### src/rtl/vote_tally_pkg.sv
// Shared definitions for the vote tally block: FSM state encodings and default sizing.
package vote_tally_pkg;
  typedef enum logic [1:0] {
    S_IDLE    = 2'd0,
    S_COLLECT = 2'd1,
    S_DONE    = 2'd2
  } state_e;

  localparam int unsigned CNT_W_DEF      = 8;
  localparam int unsigned MAX_ROUNDS_DEF = 200;
endpackage

### src/rtl/vote_majority.sv
// Pure 2-of-3 majority of one ballot triple.
module vote_majority (
  input  logic a,
  input  logic b,
  input  logic c,
  output logic maj
);
  assign maj = (a & b) | (a & c) | (b & c);
endmodule

### src/rtl/vote_tally.sv
// Session-based tally of 2-of-3 majority ballots with pass/fail/total counts and verdict.
// Optional feature: define TALLY_UNANIMOUS_EN to add the uni_cnt output.
module vote_tally
  import vote_tally_pkg::*;
#(
  parameter int unsigned CNT_W      = CNT_W_DEF,
  parameter int unsigned MAX_ROUNDS = MAX_ROUNDS_DEF
) (
  input  logic             clk,
  input  logic             reset,
  input  logic             start,
  input  logic             close,
  input  logic             in_valid,
  input  logic             in_a,
  input  logic             in_b,
  input  logic             in_c,
  output logic             in_ready,
  output logic             last_result,
  output logic [CNT_W-1:0] pass_cnt,
  output logic [CNT_W-1:0] fail_cnt,
  output logic [CNT_W-1:0] total_cnt,
  output logic             busy,
  output logic             done,
  output logic             verdict
`ifdef TALLY_UNANIMOUS_EN
  ,
  output logic [CNT_W-1:0] uni_cnt
`endif
);

  state_e           state_q, state_d;
  logic [CNT_W-1:0] pass_q, pass_d;
  logic [CNT_W-1:0] fail_q, fail_d;
  logic [CNT_W-1:0] total_q, total_d;
  logic             last_q, last_d;
  logic             maj, accept, last_round;
`ifdef TALLY_UNANIMOUS_EN
  logic [CNT_W-1:0] uni_q, uni_d;
`endif

  vote_majority u_maj (.a(in_a), .b(in_b), .c(in_c), .maj(maj));

  assign in_ready   = (state_q == S_COLLECT);
  assign accept     = in_valid & in_ready;
  // The accept that brings total up to MAX_ROUNDS closes the session at the same edge.
  assign last_round = accept && (total_q == CNT_W'(MAX_ROUNDS - 1));

  always_comb begin
    state_d = state_q;
    pass_d  = pass_q;
    fail_d  = fail_q;
    total_d = total_q;
    last_d  = last_q;
`ifdef TALLY_UNANIMOUS_EN
    uni_d   = uni_q;
`endif
    unique case (state_q)
      S_IDLE, S_DONE: begin
        if (start) begin
          state_d = S_COLLECT;
          pass_d  = '0;
          fail_d  = '0;
          total_d = '0;
          last_d  = 1'b0;
`ifdef TALLY_UNANIMOUS_EN
          uni_d   = '0;
`endif
        end
      end
      S_COLLECT: begin
        if (accept) begin
          total_d = total_q + 1'b1;
          last_d  = maj;
          if (maj) pass_d = pass_q + 1'b1;
          else     fail_d = fail_q + 1'b1;
`ifdef TALLY_UNANIMOUS_EN
          if ((in_a == in_b) && (in_b == in_c)) uni_d = uni_q + 1'b1;
`endif
        end
        if (close || last_round) state_d = S_DONE;
      end
      default: state_d = S_IDLE;
    endcase
  end

  always_ff @(posedge clk) begin
    if (reset) begin
      state_q <= S_IDLE;
      pass_q  <= '0;
      fail_q  <= '0;
      total_q <= '0;
      last_q  <= 1'b0;
`ifdef TALLY_UNANIMOUS_EN
      uni_q   <= '0;
`endif
    end else begin
      state_q <= state_d;
      pass_q  <= pass_d;
      fail_q  <= fail_d;
      total_q <= total_d;
      last_q  <= last_d;
`ifdef TALLY_UNANIMOUS_EN
      uni_q   <= uni_d;
`endif
    end
  end

  assign pass_cnt    = pass_q;
  assign fail_cnt    = fail_q;
  assign total_cnt   = total_q;
  assign last_result = last_q;
  assign busy        = (state_q == S_COLLECT);
  assign done        = (state_q == S_DONE);
  assign verdict     = (state_q == S_DONE) && (pass_q > fail_q);
`ifdef TALLY_UNANIMOUS_EN
  assign uni_cnt     = uni_q;
`endif

endmodule

### config.mk
export PLATFORM = sky130hd
export DESIGN_NAME = vote_tally
export DESIGN_NICKNAME = d
export VERILOG_FILES = /design/src/rtl/vote_tally_pkg.sv /design/src/rtl/vote_majority.sv /design/src/rtl/vote_tally.sv
export SDC_FILE = /design/constraint.sdc
export NUM_CORES = 1
export LEC_CHECK = 0
export BUFFER_PORTS_ARGS = -buffer_cell sky130_fd_sc_hd__buf_2
export CORE_AREA = 4 4 60 62
export DETAILED_ROUTE_END_ITERATION = 10
export DIE_AREA = 0 0 64 66
export GPL_TIMING_DRIVEN = 0
export PLACE_DENSITY_LB_ADDON = 0.3
export SLEW_MARGIN = 25
export SYNTH_ARGS = -nofsm -noshare
export SYNTH_HDL_FRONTEND = slang
export SYNTH_SLANG_ARGS = --single-unit
### constraint.sdc
create_clock -name clk -period 1.6 [get_ports clk]
set_input_delay 0.08 -clock clk [delete_from_list [all_inputs] [get_ports clk]]
set_output_delay 0.08 -clock clk [all_outputs]
set_load 0.01 [all_outputs]
# Word level (Yosys, flattened, before mapping)
# Index checks and enable logic that the tools add are counted.
word_totals:
  register_bits: 27
  in_bits: 8
classes:
  addsub: 3
  n_lt_le_gt_ge: 1
  eq_ne: 8
  muxes: 15
  bitwise: 6
  n_reduce_logical: 10
op_table:
  columns: ["operator", "n"]
  rows:
  - ["8-bit two-way mux", 6]
  - ["8-bit case mux with 2 select lines", 3]
  - ["8-bit by 1-bit adder with 8-bit output (second input constant)", 3]
  - ["8-bit == test (second input constant)", 1]
  - ["8-bit > comparator", 1]
  - ["4-bit AND reduction", 2]
  - ["2-bit by 1-bit inequality test with 1-bit output (second input constant)", 3]
  - ["1-bit AND", 4]
  - ["2-bit two-way mux", 2]
  - ["2-bit inequality test (second input constant)", 2]
  - ["2-bit case mux with 2 select lines", 1]
  - ["3-bit AND reduction", 1]
  - ["2-bit by 1-bit == test with 1-bit output (second input constant)", 1]
  - ["2-bit == test (second input constant)", 1]
  - ["1-bit logical AND", 2]
  - ["2-bit logical NOT", 1]
  - ["1-bit two-way mux", 2]
  - ["1-bit OR", 2]
  - ["1-bit case mux with 2 select lines", 1]
  - ["2-bit AND reduction", 1]
  - ["2-bit nonzero test", 1]
  - ["2-bit OR reduction", 1]
  - ["1-bit logical OR", 1]

# Longest topological paths before layout
logic_depth:
  word_depth: 6
  mapped_depth: 6
  mapped_depth_nobuf: 6

# Hierarchy
# Synthesis repeated with hierarchy kept, for this count alone.
unflattened:
  hier_cells: 170
  area_unflattened_um2: 1468.9
modules_own_cells:
  columns: ["module", "instances", "cells_per_inst", "area_per_inst_um2"]
  rows:
  - ["vote_tally", 1, 169, 1457.6]
  - ["vote_majority", 1, 1, 11.3]

# Worst setup path after synthesis
# OpenSTA, ideal clock, no wires.
synth_path:
  kind: "register -> output"
  start: "reg fail_q[2], in the netlist fail_cnt[2]"
  end: "out verdict"
  arrival_ns: 1.396
  required_ns: 1.520
  setup_slack_ns: 0.124
  stages_incl_launch_ff: 7
  path_buffers: 0
  path_cell_list: "dfxtp_1 inv_1 ha_1 and4_1 a21oi_1 o21ai_1 a21oi_1"
synth_between:
  elab_chain_cells: 2
synth_lines:
  columns: ["element", "line", "rtl"]
  rows:
  - ["start: declaration", "vote_tally.sv:33", "logic [CNT_W-1:0] fail_q, fail_d;"]
  - ["start signal: assignment", "vote_tally.sv:99", "fail_q <= fail_d;"]
  - ["8-bit > comparator", "vote_tally.sv:114", "assign verdict = (state_q == S_DONE) && (pass_q > fail_q);"]
  - ["1-bit logical AND", "vote_tally.sv:114", null]
  - ["end: declaration", "vote_tally.sv:24", "output logic verdict"]
# Every way passes these cells.

# Worst setup path after layout
layout_path:
  start: "reg pass_q[3], in the netlist pass_cnt[3]"
  end: "out verdict"
layout_between:
  elab_chain_cells: 2
layout_lines:
  columns: ["element", "line", "rtl"]
  rows:
  - ["start: declaration", "vote_tally.sv:32", "logic [CNT_W-1:0] pass_q, pass_d;"]
  - ["start signal: assignment", "vote_tally.sv:98", "pass_q <= pass_d;"]
  - ["8-bit > comparator", "vote_tally.sv:114", null]
  - ["1-bit logical AND", "vote_tally.sv:114", null]
# Every way passes these cells.

==> reports/metrics.cfg <==
[critical_path]
crit_chain=ha_4, and4_1, a21oi_2, o21ai_1, a21oi_1, buf_2
r2r-start=state_q[1]
crit_slowest_cell=dfxtp_4
crit_buf_inv=1
crit_fanout=4
cp_slowest_stage_delay_ns=0.39
path_class=flop to output port
end_kind=output port
worstPathArrival_ns=1.66
setup.worst_path.start_class=flop
crit_family=flip-flops
startpoint=pass_cnt[3]
required_ns=1.52

[place]
gp_congestion=0.803
placed_cells=265
io_buffers=36
dp_hpwl_mm=2.76

[global_route]
grt_usage=0.196
grt_max_degree=16
grt_pass1_vias=1478
grt_pass1_wl_mm=6.65
grt.overflow.total=0
antenna_found_initial=0

[floorplan]
die-width_um=64
pin_count=37
die_area_sq_um=4220
start_util=0.528
core_area_sq_um=3030
die-height_um=66
fp-row-count=20

[clock_tree]
clkSlewWorstSetupHoldPaths_ns=0.15
cts_buffers=3
clock_sink_count=27
cts_max_path_buffers=2
cts_tree=done
clkLatencyLatePin_ns=0.33
cts_max_level=1
root_buffer=clkbuf_4

[detailed_routing]
first_pass_iters=4
drc=0
ant_nets=0
wl_per_cell_um=13.7
via_per_inst=5.58
routed_wl_mm=3.87
via_count=1580
dr.first_iter.drc_count=82

[timing]
clock.fmax_mhz=576
holdWs_ns=0.0662
rsz0062_at_grt=true
period_share=1.08
worstMarginPinSlew_ns=0.454
timing_hold_violations_final=0
finalMaxSlewViolations=0
setup_viol=1
relSlewSlack=0.697
finClkSkew_ns=0.00548
period_needed_ns=1.74
fin_ws_ns=-0.136
tns_ns=-0.136

[synthesis]
synth_flop_cell=dfxtp_1
postSynthAreaPerCell_sq_um=8.64
synth-seq-cells=27
async_flop_share=0
ys_types=42
synth_edf_count=0
synthesis.area_sq_um=1600
seq_area_frac_synth=0.338
syn-num-nets=204
postSynthCellCount=185
yosysWarnings=0

[pwr]
p_leak_uw=0.000945
ir_drop_mv=0.386
p_total_uw=1220
power_density_nw_per_um2=575

[layout]
finalNetCount=259
area_growth_pct=33.1
layoutNonFillerInstCount=283
drive_above_1_share=0.431
fillCellCount=253
n_antenna_cell=0

[worst_hold_path]
hold_path_class=input pin to flop
hold_start=start

[status]
status=finished with violations
failed_checks=negative setup slack

[job]
maxCapViolations=0

==> final timing paths <==
check / to / slack, ns / cells after the start
worst min register to register: last_result / 0.49 / 1
worst min-delay path: state_q[1] / 0.07 / 4
worst max register to register: fail_cnt[6] / 0.12 / 4
worst max-delay path: verdict / -0.14 / 6
==> per-layer routing <==
metal | track usage | share of wire | up-vias
met1 | 0.260 | 0.45 | 734
li1 | - | - | 788
met3 | 0.0238 | 0.056 | 7
met4 | 0.0943 | 0.020 | 0
met2 | 0.314 | 0.47 | 51
met5 | 0 | 0 | -
==> registers in the layout, summed over array words and instances, names as in the netlist <==
register	flops
last_result	1
pass_cnt	8
state_q	2
fail_cnt	8
total_cnt	8
==> worst register-to-register path: stages, from the launching register on <==
cell	delay, ns
dfxtp_1	0.38
nand3b_2	0.32
a32o_1	0.40
o21ai_1	0.20
o41ai_2	0.09
==> timing repair <==
| item | CTS | global route |
|---|---|---|
| buffers inserted | 10 | 4 |
| setup endpoints to repair | 1 | 7 |
| hold buffers | 0 | 0 |
| pin swaps | 4 | 8 |
| resized for setup | 34 | 17 |
==> layout make-up <==
class	instances	area, sq um	area share
Buffer	8	52.6	0.0247
Clock buffer	3	22.5	0.0106
Clock inverter	1	5.00	0.00235
Inverter	12	47.5	0.0224
Multi-Input combinational cell	138	1070	0.505
Sequential cell	27	584	0.275
Tap cell	44	55.1	0.0259
Timing Repair Buffer	50	285	0.134
==> synth_stat cells, types with 4 or more instances <==
master,instances,share of area
o21ai_1,6,0.019
dfxtp_1,27,0.34
o21ai_0,5,0.016
nor2_1,19,0.045
a21oi_1,9,0.028
nand3_1,12,0.038
ha_1,11,0.086
o211ai_1,5,0.023
a31oi_1,4,0.016
inv_1,11,0.026
and3_1,9,0.035
nor2b_1,4,0.016
xor2_1,7,0.038
nand2_1,10,0.023
==> placed cells by master (no fill, tap or decap), types with 7 or more instances in the layout <==
cell type / n
nand2_1: 10
buf_4: 15
a21oi_1: 8
dfxtp_1: 10
o21ai_1: 8
and3_1: 9
dfxtp_2: 8
buf_2: 38
nand3_1: 12
ha_4: 8
xor2_1: 7
inv_2: 7
dfxtp_4: 9
nor2_1: 19
==> kinds of logic (layout without fill, tap and decap cells) <==
logic type,after synthesis,count (layout),synth area share
xor+xnor,9,9,0.0493
fa+ha+maj,12,12,0.0932
flops,27,27,0.338
buf+inv,20,74,0.0603
simple gates,72,72,0.247
compound gates,45,45,0.212
==> stage by stage <==
step                       util  worst slack [ns]  instance area [sq um]
after detailed placement  0.605            0.0369                   1830
after global placement    0.605            0.0179                   1830
after CTS                 0.676            -0.159                   2050
after floorplan               -             0.124                   1600
final                     0.702            -0.136                   2130
after global routing      0.702            -0.187                   2130
==> power breakdown <==
| group | switching [uW] | internal, uW | leakage, uW |
|---|---|---|---|
| clock network | 208 | 94.0 | 0.0000177 |
| registers | 16.4 | 677 | 0.000229 |
| logic | 126 | 100 | 0.000698 |
Power figures use the tool's default switching activity.
